File: config.mk
export PLATFORM = sky130hd
export DESIGN_NAME = psdsqrt_seq
export DESIGN_NICKNAME = d
export VERILOG_FILES = /design/src/rtl/psdsqrt_seq.sv
export SDC_FILE = /design/constraint.sdc
export NUM_CORES = 1
export LEC_CHECK = 0
export BUFFER_PORTS_ARGS = -buffer_cell sky130_fd_sc_hd__buf_2
export CAP_MARGIN = 40
export CORE_ASPECT_RATIO = 0.7
export CORE_UTILIZATION = 40
export DETAILED_ROUTE_END_ITERATION = 12
export PLACE_DENSITY = 0.52
export SLEW_MARGIN = 20
export SYNTH_ARGS = -nofsm -noshare
export SYNTH_HDL_FRONTEND = slang
export SYNTH_SLANG_ARGS = --single-unit
File: constraint.sdc
create_clock -name clock -period 9.17 [get_ports clock]
set_input_delay 1.3755 -clock clock [delete_from_list [all_inputs] [get_ports clock]]
set_output_delay 1.3755 -clock clock [all_outputs]
set_load 0.02 [all_outputs]
File: src/rtl/psdsqrt_seq.sv
// Sequential integer square root: floor(sqrt(xin)) by bit-serial successive approximation.
// Optional remainder output enabled by defining PSDSQRT_REM_EN.
module psdsqrt_seq #(
    parameter int unsigned NBITSIN = 32
) (
    input  logic                 clock,
    input  logic                 reset,
    input  logic                 start,
    input  logic                 abort,
    input  logic [NBITSIN-1:0]   xin,
    output logic                 ready,
    output logic                 busy,
    output logic                 done,
`ifdef PSDSQRT_REM_EN
    output logic [NBITSIN/2:0]   rem,
`endif
    output logic [NBITSIN/2-1:0] sqrt
);
    localparam int unsigned NBITSOUT = NBITSIN / 2;
    localparam int unsigned NITER = NBITSOUT;
    localparam logic [NBITSOUT-1:0] MaskInit = NBITSOUT'(1) << (NITER - 1);

    typedef enum logic [1:0] {StIdle, StBusy, StDone} state_e;

    state_e              state_q, state_d;
    logic [NBITSIN-1:0]  xop_q, xop_d;
    logic [NBITSOUT-1:0] trial_q, trial_d;
    logic [NBITSOUT-1:0] mask_q, mask_d;
    logic [NBITSOUT-1:0] sqrt_q, sqrt_d;
    logic [NBITSOUT-1:0] test;
    logic [NBITSOUT-1:0] trial_next;
    logic [NBITSIN-1:0]  test_sq;
`ifdef PSDSQRT_REM_EN
    logic [NBITSOUT:0]   rem_q, rem_d;
    logic [NBITSIN-1:0]  fin_sq;
`endif

    // Full-width square so the compare never truncates.
    assign test       = trial_q | mask_q;
    assign test_sq    = NBITSIN'(test) * NBITSIN'(test);
    assign trial_next = (xop_q >= test_sq) ? test : trial_q;
`ifdef PSDSQRT_REM_EN
    assign fin_sq     = NBITSIN'(trial_next) * NBITSIN'(trial_next);
`endif

    always_comb begin
        state_d = state_q;
        xop_d   = xop_q;
        trial_d = trial_q;
        mask_d  = mask_q;
        sqrt_d  = sqrt_q;
`ifdef PSDSQRT_REM_EN
        rem_d   = rem_q;
`endif
        unique case (state_q)
            StIdle, StDone: begin
                state_d = StIdle;
                if (start) begin
                    state_d = StBusy;
                    xop_d   = xin;
                    trial_d = '0;
                    mask_d  = MaskInit;
                end
            end
            StBusy: begin
                if (abort) begin
                    state_d = StIdle;
                end else begin
                    trial_d = trial_next;
                    mask_d  = mask_q >> 1;
                    // mask bit 0 marks the final iteration
                    if (mask_q[0]) begin
                        state_d = StDone;
                        sqrt_d  = trial_next;
`ifdef PSDSQRT_REM_EN
                        rem_d   = (NBITSOUT + 1)'(xop_q - fin_sq);
`endif
                    end
                end
            end
            default: state_d = StIdle;
        endcase
    end

    always_ff @(posedge clock) begin
        if (reset) begin
            state_q <= StIdle;
            xop_q   <= '0;
            trial_q <= '0;
            mask_q  <= '0;
            sqrt_q  <= '0;
`ifdef PSDSQRT_REM_EN
            rem_q   <= '0;
`endif
        end else begin
            state_q <= state_d;
            xop_q   <= xop_d;
            trial_q <= trial_d;
            mask_q  <= mask_d;
            sqrt_q  <= sqrt_d;
`ifdef PSDSQRT_REM_EN
            rem_q   <= rem_d;
`endif
        end
    end

    assign ready = (state_q == StIdle) || (state_q == StDone);
    assign busy  = (state_q == StBusy);
    assign done  = (state_q == StDone);
    assign sqrt  = sqrt_q;
`ifdef PSDSQRT_REM_EN
    assign rem   = rem_q;
`endif

endmodule

==> flow_metrics.py <==
metrics = {
    "logic_synthesis": {
        "synth_async_sr_flop_share_pct": 0,
        "ys_top_cells_by_area": "sky130_fd_sc_hd__fa_1 29%, sky130_fd_sc_hd__dfxtp_1 15%, sky130_fd_sc_hd__ha_1 15%",
        "synthTopCellsByCount": "222 x sky130_fd_sc_hd__inv_1, 179 x sky130_fd_sc_hd__nand2_1, 159 x sky130_fd_sc_hd__fa_1",
        "yosysUniqueCellTypes": 64,
        "synth_xor_area_share_pct": 2.82,
        "synth.most_common_cell": "sky130_fd_sc_hd__inv_1",
        "synth_compound_area_share_pct": 12.8,
        "mapped_nets": 1611,
        "synthFlopType": "sky130_fd_sc_hd__dfxtp_1",
        "mean_post_synth_cell_area_sq_um": 8.45,
        "post-synth-top-area-fraction_pct": 29.3,
        "syn-instance-count": 1286,
        "post_synth_and_or_nand_nor_area_fraction_pct": 15.0,
        "synth-seq-area-share_pct": 15.1,
        "synth_area_sq_um": 10900,
        "number_of_enable_flip_flop_cells_after_synthesis": 0,
        "yosys_reg_bits": 82,
        "synthMuxAreaShare_pct": 0.0922,
        "yosysWarnings": 0,
        "post_synth_fa_ha_maj_area_fraction_pct": 44.4,
        "synth.largest_area_cell": "sky130_fd_sc_hd__fa_1",
        "combinational_family_with_the_most_area_after_synthesis": "adder cells",
    },
    "floorplanning": {
        "initial_utilization_pct": 40.7,
        "floorplan.die_area_sq_um": 27800,
        "die-height_um": 140,
        "placeableCoreArea_sq_um": 26700,
        "ios": 55,
        "rows": 50,
        "die_w_um": 199,
    },
    "clock_tree": {
        "postCtsSetupRepairBufs": 0,
        "cts.htree.levels": 3,
        "cts_resized": 0,
        "tritoncts": "built",
        "worstSkewPairLatency_ns": 0.35,
        "cts_hold_buf": 0,
        "clockRootBuffer": "sky130_fd_sc_hd__clkbuf_16",
        "tritoncts_num_sinks": 82,
        "ctsLongestPathBuffers": 2,
        "cts_inserted_buffers": 9,
        "clk_pin_slew_ns": 0.07,
    },
    "critical_path": {
        "critical-path-top-cell-by-count": "sky130_fd_sc_hd__fa_1",
        "timing.critical_path.slowest_stage_cell": "sky130_fd_sc_hd__fa_1",
        "timing.critical_path.required_ns": 9.41,
        "max_stage_delay_ns": 0.58,
        "critical_path_peak_fanout": 16,
        "worstReg2RegEnd": "trial_q[10]",
        "critical-path-top-delay-family": "adder cells",
        "crit_arrival_ns": 8.65,
        "timing.reg2reg.worst_path_depth": 29,
        "critical_path.n_buffers_inverters": 7,
        "end_kind": "flop",
        "rr_startpoint": "mask_q[6]",
        "worstSetupPathType": "reg2reg",
        "timing.critical_path.from_type": "flop",
        "r2r_slack_ns": 0.76,
        "critical_path_source": "mask_q[6]",
    },
    "finish": {
        "fillerInstances": 2707,
        "fraction_of_layout_cells_with_a_size_suffix_above_1_pct": 9.12,
        "num-nets-final": 1658,
        "layout-area-overhead-vs-synth_pct": 9.98,
        "num_antenna_cells": 0,
        "post-route-util_pct": 44.7,
    },
    "placement": {
        "place_congestion": 0.883,
        "dp_hpwl_um": 24300,
        "portBuffers": 54,
    },
    "routing": {
        "number_of_detailed_route_iterations_in_the_first_pass": 5,
        "routed_wl_um": 29700,
        "routedWlPerCell_um": 17.4,
        "drt.antenna.violating_nets": 0,
        "initialDrtViolationCount": 617,
        "vias_post_dr": 8548,
        "remaining_drc_errors": 0,
        "detail_route.vias_per_cell": 5.02,
    },
    "timing": {
        "setup_viol": 0,
        "ratio_of_final_minimum_period_to_clock_period_pct": 91.7,
        "timing_max_transition_violations_final": 0,
        "worst_slew_margin_rel_pct": 47.1,
        "clock.fmax_ghz": 0.119,
        "timing_hold_violations_final": 0,
        "min_tclk_post_route_ns": 8.41,
        "setup_repair_after_global_routing_missed_its_margin": "no",
        "finalClockSkew_ns": 0.00877,
        "setup_total_negative_slack_ns": 0,
        "tightestPinTransition_ns": 0.791,
    },
    "grt": {
        "global_route.usage.total_pct": 22.7,
        "grt_overflow": 0,
        "first_pass_grt_wire_length_um": 48100,
        "grt_start_max_net_pins": 69,
        "via_count_of_the_first_global_routing_pass": 8687,
        "grt_antenna_before_repair": 0,
    },
    "power_and_ir_drop": {
        "total_leakage_power_nw": 6.20,
        "powerDensity_nw_per_um2": 74.3,
        "vdd_ir_drop_max_mv": 0.0888,
    },
    "min_path": {
        "hp-class": "reg2reg",
        "worst_hold_path.num_cells": 2,
        "min_delay_worst_endpoint": "xop_q[11]",
        "min-delay-start": "xop_q[11]",
    },
    "job": {
        "max_cap_violations": 0,
    },
    "status": {
        "run_status": "complete, no violations",
    },
}
cells in the final DEF, fill, tap and decap left out, types with 4 or more instances in the layout:
cell type and instances:
sky130_fd_sc_hd__buf_2 54, sky130_fd_sc_hd__nor3_1 10, sky130_fd_sc_hd__ha_1 130, sky130_fd_sc_hd__a211oi_1 15
sky130_fd_sc_hd__xor2_1 16, sky130_fd_sc_hd__fa_1 159, sky130_fd_sc_hd__clkinv_1 8, sky130_fd_sc_hd__o21ai_0 34
sky130_fd_sc_hd__inv_1 222, sky130_fd_sc_hd__clkbuf_16 9, sky130_fd_sc_hd__or2_2 8, sky130_fd_sc_hd__nand2_1 179
sky130_fd_sc_hd__buf_4 27, sky130_fd_sc_hd__a31oi_1 4, sky130_fd_sc_hd__and3_1 4, sky130_fd_sc_hd__nor2b_1 5
sky130_fd_sc_hd__nor2_1 133, sky130_fd_sc_hd__dfxtp_1 82, sky130_fd_sc_hd__xnor2_1 19, sky130_fd_sc_hd__a32o_1 16
sky130_fd_sc_hd__a21o_1 27, sky130_fd_sc_hd__o21bai_1 4, sky130_fd_sc_hd__nand4_1 8, sky130_fd_sc_hd__a21oi_1 87
sky130_fd_sc_hd__nand3_1 22
power breakdown:
group / switching, mW / internal (mW)
logic: 0.0692 / 0.0392
clock network: 0.157 / 0.249
registers: 0.00707 / 0.365
total: 0.233 / 0.654
per-layer routing:
layer,global-route usage [%],routed length (um),up-vias
met5,0,0,-
met4,2.51,206,0
met3,3.47,1550,11
met2,33.3,12600,161
met1,35.7,15400,4162
li1,-,-,4214
how the worst max path moves through the flow:
stage / to / slack [ns] / cells after the start
2_1_floorplan: trial_q[10] / 1.43 / 33
3_3_place_gp: trial_q[13] / 0.89 / 33
3_5_place_dp: trial_q[10] / 0.82 / 30
4_1_cts: trial_q[13] / 0.81 / 30
5_1_grt: trial_q[13] / 0.39 / 29
6_report: trial_q[10] / 0.76 / 29
worst register-to-register path, delay by kind of cell, from the launching register on:
| family | cells | cell delay [ns] |
|---|---|---|
| and+or+nand+nor | 3 | 1.02 |
| AOI/OAI and AO/OA | 10 | 2.15 |
| adders and majority gates | 8 | 3.59 |
| buffers and inverters | 7 | 1.03 |
| DFF | 1 | 0.34 |
| xor gates and xnor gates | 1 | 0.16 |
layout make-up:
| type | count | area [sq um] | area share (%) |
|---|---|---|---|
| inverters | 231 | 867 | 7.26 |
| repair buffers | 82 | 484 | 4.05 |
| clock buffers | 10 | 239 | 2.00 |
| well taps | 364 | 455 | 3.81 |
| flip-flops and latches | 82 | 1640 | 13.7 |
| clock inverters | 6 | 93.8 | 0.786 |
| multi-input cells | 927 | 8160 | 68.3 |
cells by family after synthesis:
kind of cell	Yosys count
simple gates	387
fa+ha+maj	290
flops	82
xor+xnor	35
buf+inv	277
mux	1
compound gates	214
registers in the layout, summed over array words and instances (netlist names):
signal and cells:
xop_q 32, sqrt 16, trial_q 16, state_q 2
mask_q 16
stage by stage:
| step | worst slack, ns | cells | hold WS, ns | instance area (sq um) | power (mW) |
|---|---|---|---|---|---|
| 2_1_floorplan | 1.43 | 1286 | 0.436 | 10900 | 0.453 |
| 3_3_place_gp | 0.885 | 1683 | 0.449 | 11600 | 0.487 |
| 3_5_place_dp | 0.823 | 1686 | 0.453 | 11600 | 0.488 |
| 4_1_cts | 0.807 | 1702 | 0.464 | 11900 | 0.896 |
| 5_1_grt | 0.393 | 1702 | 0.485 | 11900 | 0.927 |
| 6_report | 0.764 | 1702 | 0.463 | 11900 | 0.887 |
Note: power is estimated with default switching activity, not from simulation.
